## src/rtl/pipo_rr_load_arbiter.sv

```systemverilog
// Round-robin arbiter for a shared PIPO load register.
// Each access runs grant/load (WRITE) and then ack (ACK); at most one write every 3 cycles.
module pipo_rr_load_arbiter #(
  parameter int NREQ  = 4,
  parameter int WIDTH = 4,
  parameter int CNTW  = 8
) (
  input  logic                  clk,
  input  logic                  rst,
  input  logic [NREQ-1:0]       req,
  input  logic [NREQ*WIDTH-1:0] wdata,
  output logic [NREQ-1:0]       gnt,
  output logic [NREQ-1:0]       ack,
  output logic                  load_o,
  output logic [WIDTH-1:0]      d_o,
  output logic                  busy,
  output logic [CNTW-1:0]       wr_count
);
  localparam int PW = (NREQ > 1) ? $clog2(NREQ) : 1;

  typedef enum logic [1:0] {IDLE, WRITE, ACK} state_t;

  state_t            state_q, state_d;
  logic [PW-1:0]     ptr_q, ptr_d;
  logic [NREQ-1:0]   gnt_q, gnt_d;
  logic [NREQ-1:0]   ack_q, ack_d;
  logic [WIDTH-1:0]  d_q, d_d;
  logic [CNTW-1:0]   cnt_q, cnt_d;

  logic [PW-1:0]     win;
  logic [PW-1:0]     idx;
  logic              found;

  // The scan starts just past the last winner, so the most recently served requester is checked last.
  always_comb begin
    win   = '0;
    idx   = '0;
    found = 1'b0;
    for (int i = 1; i <= NREQ; i++) begin
      idx = PW'((int'(ptr_q) + i) % NREQ);
      if (!found && req[idx]) begin
        found = 1'b1;
        win   = idx;
      end
    end
  end

  always_comb begin
    state_d = state_q;
    ptr_d   = ptr_q;
    gnt_d   = gnt_q;
    ack_d   = '0;
    d_d     = d_q;
    cnt_d   = cnt_q;
    case (state_q)
      IDLE: begin
        gnt_d = '0;
        if (found) begin
          gnt_d   = NREQ'(1) << win;
          d_d     = wdata[int'(win)*WIDTH +: WIDTH];
          ptr_d   = win;
          state_d = WRITE;
        end
      end
      WRITE: begin
        ack_d   = gnt_q;
        state_d = ACK;
      end
      ACK: begin
        gnt_d   = '0;
        state_d = IDLE;
        if (cnt_q != '1) cnt_d = cnt_q + CNTW'(1);
      end
      default: begin
        gnt_d   = '0;
        state_d = IDLE;
      end
    endcase
  end

  always_ff @(posedge clk or posedge rst) begin
    if (rst) begin
      state_q <= IDLE;
      ptr_q   <= PW'(NREQ - 1);
      gnt_q   <= '0;
      ack_q   <= '0;
      d_q     <= '0;
      cnt_q   <= '0;
    end else begin
      state_q <= state_d;
      ptr_q   <= ptr_d;
      gnt_q   <= gnt_d;
      ack_q   <= ack_d;
      d_q     <= d_d;
      cnt_q   <= cnt_d;
    end
  end

  // load_o and busy decode straight from state, so an asynchronous reset drops them at once.
  assign load_o   = (state_q == WRITE);
  assign busy     = (state_q != IDLE);
  assign gnt      = gnt_q;
  assign ack      = ack_q;
  assign d_o      = d_q;
  assign wr_count = cnt_q;
endmodule

```

## config.mk

```make
export PLATFORM = sky130hd
export DESIGN_NAME = pipo_rr_load_arbiter
export DESIGN_NICKNAME = d
export VERILOG_FILES = /design/src/rtl/pipo_rr_load_arbiter.sv
export SDC_FILE = /design/constraint.sdc
export NUM_CORES = 1
export LEC_CHECK = 0
export ABC_AREA = 1
export BUFFER_PORTS_ARGS = -buffer_cell sky130_fd_sc_hd__buf_2
export CORE_UTILIZATION = 35
export DETAILED_ROUTE_END_ITERATION = 8
export PLACE_DENSITY = 0.63
export SETUP_SLACK_MARGIN = 0.2
export SLEW_MARGIN = 10
export SYNTH_ARGS = -nofsm -noshare
export SYNTH_HDL_FRONTEND = slang
export SYNTH_SLANG_ARGS = --single-unit
```

## constraint.sdc

```tcl
create_clock -name clk -period 3.45 [get_ports clk]
set_input_delay 0.1725 -clock clk [delete_from_list [all_inputs] [get_ports clk]]
set_output_delay 0.1725 -clock clk [all_outputs]
set_load 0.005 [all_outputs]
```

==> results.md <==
* Status: finished clean
* Yosys top cell area share at 0.386
* CP peak stage delay at roughly 620 ps
* Die width at around 66 um
* Number of max-cap violations at 0
* Synthesized area at 0.00143 mm^2
* Actual slew at the worst max-slew pin at roughly 900 ps
* CTS Hold Bufs at 0
* Vias at approximately 1,200
* Crit path kind: register to register
* Post-detail-place hpwl at approximately 2200 um
* Vias in the first global route at about 1,100
* CTS tree: built
* Final setup vio count at 0
* Slew margin rel. at 0.401
* Class of the worst hold path: input port to asynchronous set/reset pin
* Drt initial violations at 47
* Initial antenna violation count at 0
* Cell Int Power at about 960 uW
* Final period util at 0.557
* Top Ports at 44
* Antenna cells at 0
* Sw Share at 0.490
* Clk sinks at 24
* Slowest-stage cell, CP: dfstp_2
* Worst Slack Setup Final at about 1500 ps
* Max Root-Sink Buffers at 2
* Area grow syn2layout at 23.9%
* Final Cell Area at roughly 0.0018 mm^2
* Vias per cell at around 4.5
* GRT Resource Usage Total at 0.146
* Lkg Pwr at 0.000973 uW
* Avg Cell Area, Syn at just under 8 um^2
* Largest net degree at the start of global routing at 25
* Final GP Congestion at a little over 0.9
* Sequential group share of total power at 0.252
* CP cell instances: inv_4 > nand2_2 > nand2_1 > nand2_2 > nand2_2 > nor2_8 > nand3_1 > nand2_1 > inv_1 > nand2_2 > inv_2 > nand2_1 > nand2_1 > nand2_1 > nand2_1
* CTS resizes at 0
* Pwr/cell area at approximately 1100 mW/mm^2
* Synthesis-stage register bit count at 24
* Fraction of layout cells with a size suffix above 1 at 0.367
* Yosys cell types at 28
* Asr flop ratio synth at 1.00
* Most frequent cells in the layout: nand2_1, buf_2, dfrtp_1, nand2_2
* Final slew viol count at 0
* RSZ-0062 raised after global routing: false
* Cells after Synth at between 150 and 200
* Nets at 250
* Clock power frac at 0.132
* Clock buffer count from CTS at 3
* DR WL/cell at ~10 um
* Most used cell, CP: nand2_1
* Post-synthesis sequential area ratio at 0.423
* Final wirelength at 2820 um
* Clock latency on the worst-skew pair at between 200 and 300 ps
* Dpl cells at between 200 and 300
* Port bufs at 43
* Synthesized Nets at around 200
* Arr. time, crit path at 2090 ps
* DR DRC count at 0
* Num rows at 22
* CP required at approximately 3600 ps
* Setup Buffers After CTS at 0
* GRT overflow at 0
* Core Area at 0.00377 mm^2
* Initial Util at 0.378
* Largest fanout on the critical path at 9
* Area post-placement at between 0.0015 and 0.002 mm^2
* First-pass GRT wire length at approximately 4900 um
* Top post-synthesis cells by area: dfrtp_1, nand2_1, nand2_2, nand3_1, inv_1
* Layout Cells excl Fill at around 270
* Logic gate share of total power at 0.616
* H-tree Lvls at 1
* Final Hold Fails at 0
* Detail Route Antenna Nets at 0
* NetSw at just over 900 uW
* Peak VDD IR at 0.000724 V
* Max Freq at approximately 520 MHz
* Setup crit start kind: register
* Yosys top cell by area: dfrtp_1
* Yosys Warn Count at 0
* TNS Setup at 0 ps
* WHS at slightly below 80 ps
* Number of flops mapped to enable cells by yosys at 0
* Commonest non-fill, non-tap cell in the layout: nand2_1
* Layout Skew at about 7.8 ps
* Die height at around 66 um
* Detailed Routing Iterations Pass 1 at 4
* Minimum clock period at 1920 ps
* Top FF cell, synth: dfrtp_1
* Placement Setup Slack at ~1500 ps
* Clock slew at reported path FFs at about 90 ps
* Critical Path End Type: register
* Clk Tree Root Cell: clkbuf_8
* Die area at ~0.0043 mm^2
==> cell families (layout without fill, tap and decap cells) <==
| group | count (synthesis) | in the layout | share of synthesized area |
|---|---|---|---|
| buffers and inverters | 21 | 67 | 0.0579 |
| flip-flops | 24 | 24 | 0.423 |
| AO/OA/AOI/OAI | 10 | 10 | 0.0474 |
| XOR/XNOR | 7 | 7 | 0.0430 |
| adder cells (fa/ha/maj) | 1 | 1 | 0.00877 |
| AND/OR/NAND/NOR | 117 | 117 | 0.420 |
==> state kept, by name, summed over array words and instances, names as in the netlist <==
signal and flops:
d_o 4, wr_count 8, gnt 4, state_q 2
ack 4, ptr_q 2
==> critical path, delay by kind of cell, from the launching register on <==
family	cells	cell delay, ps
flops	1	620
simple gates	12	990
buf+inv	3	230
==> final cells by class <==
type / count / area (um^2)
Clock buffer: 3 / 41.3
Clock inverter: 1 / 30.0
Timing Repair Buffer: 43 / 215
Inverter: 20 / 77.6
Fill cell: 371 / 2000
Multi-Input combinational cell: 135 / 741
Tap cell: 48 / 60.1
Sequential cell: 24 / 603
==> metrics by stage <==
stage | utilization | power [uW]
floorplan | - | 1380
global placement | 0.450 | 1650
detailed placement | 0.450 | 1650
CTS | 0.469 | 1900
global route | 0.469 | 2090
finish | 0.469 | 1880
==> power by group through the flow <==
stage | clock, uW | sequential, uW | combinational (uW)
2_1_floorplan | 0 | 464 | 915
3_3_place_gp | 0 | 481 | 1170
3_5_place_dp | 0 | 480 | 1170
4_1_cts | 252 | 474 | 1170
5_1_grt | 262 | 490 | 1340
6_report | 247 | 474 | 1150
==> routing by layer <==
metal	global-route usage	share of wire	vias to the layer above
li1	-	-	656
met1	0.209	0.49	542
met2	0.222	0.44	36
met3	0.0190	0.046	4
met4	0.0571	0.017	0
met5	0	0	-
==> worst paths after layout <==
kind	from	end	slack (ps)	cells past startpoint
worst max register to register	ptr_q[0]	d_o[2]	1530	15
min in group clk	wdata[11]	d_o[3]	280	7
worst min register to register	state_q[1]	state_q[1]	470	1
worst max-delay path	ptr_q[0]	d_o[2]	1530	15
max in group asynchronous	rst	d_o[0]	2810	2
worst min-delay path	rst	wr_count[5]	80	2
==> cells in the mapped netlist (3+ instances only) <==
| cell type | n |
|---|---|
| nand2_1 | 60 |
| nand3_1 | 16 |
| inv_1 | 16 |
| dfrtp_1 | 22 |
| nand2_2 | 19 |
| xor2_1 | 3 |
| xnor2_1 | 4 |
| inv_2 | 3 |
| nor2_1 | 10 |
Note: power is estimated with default switching activity, not from simulation.
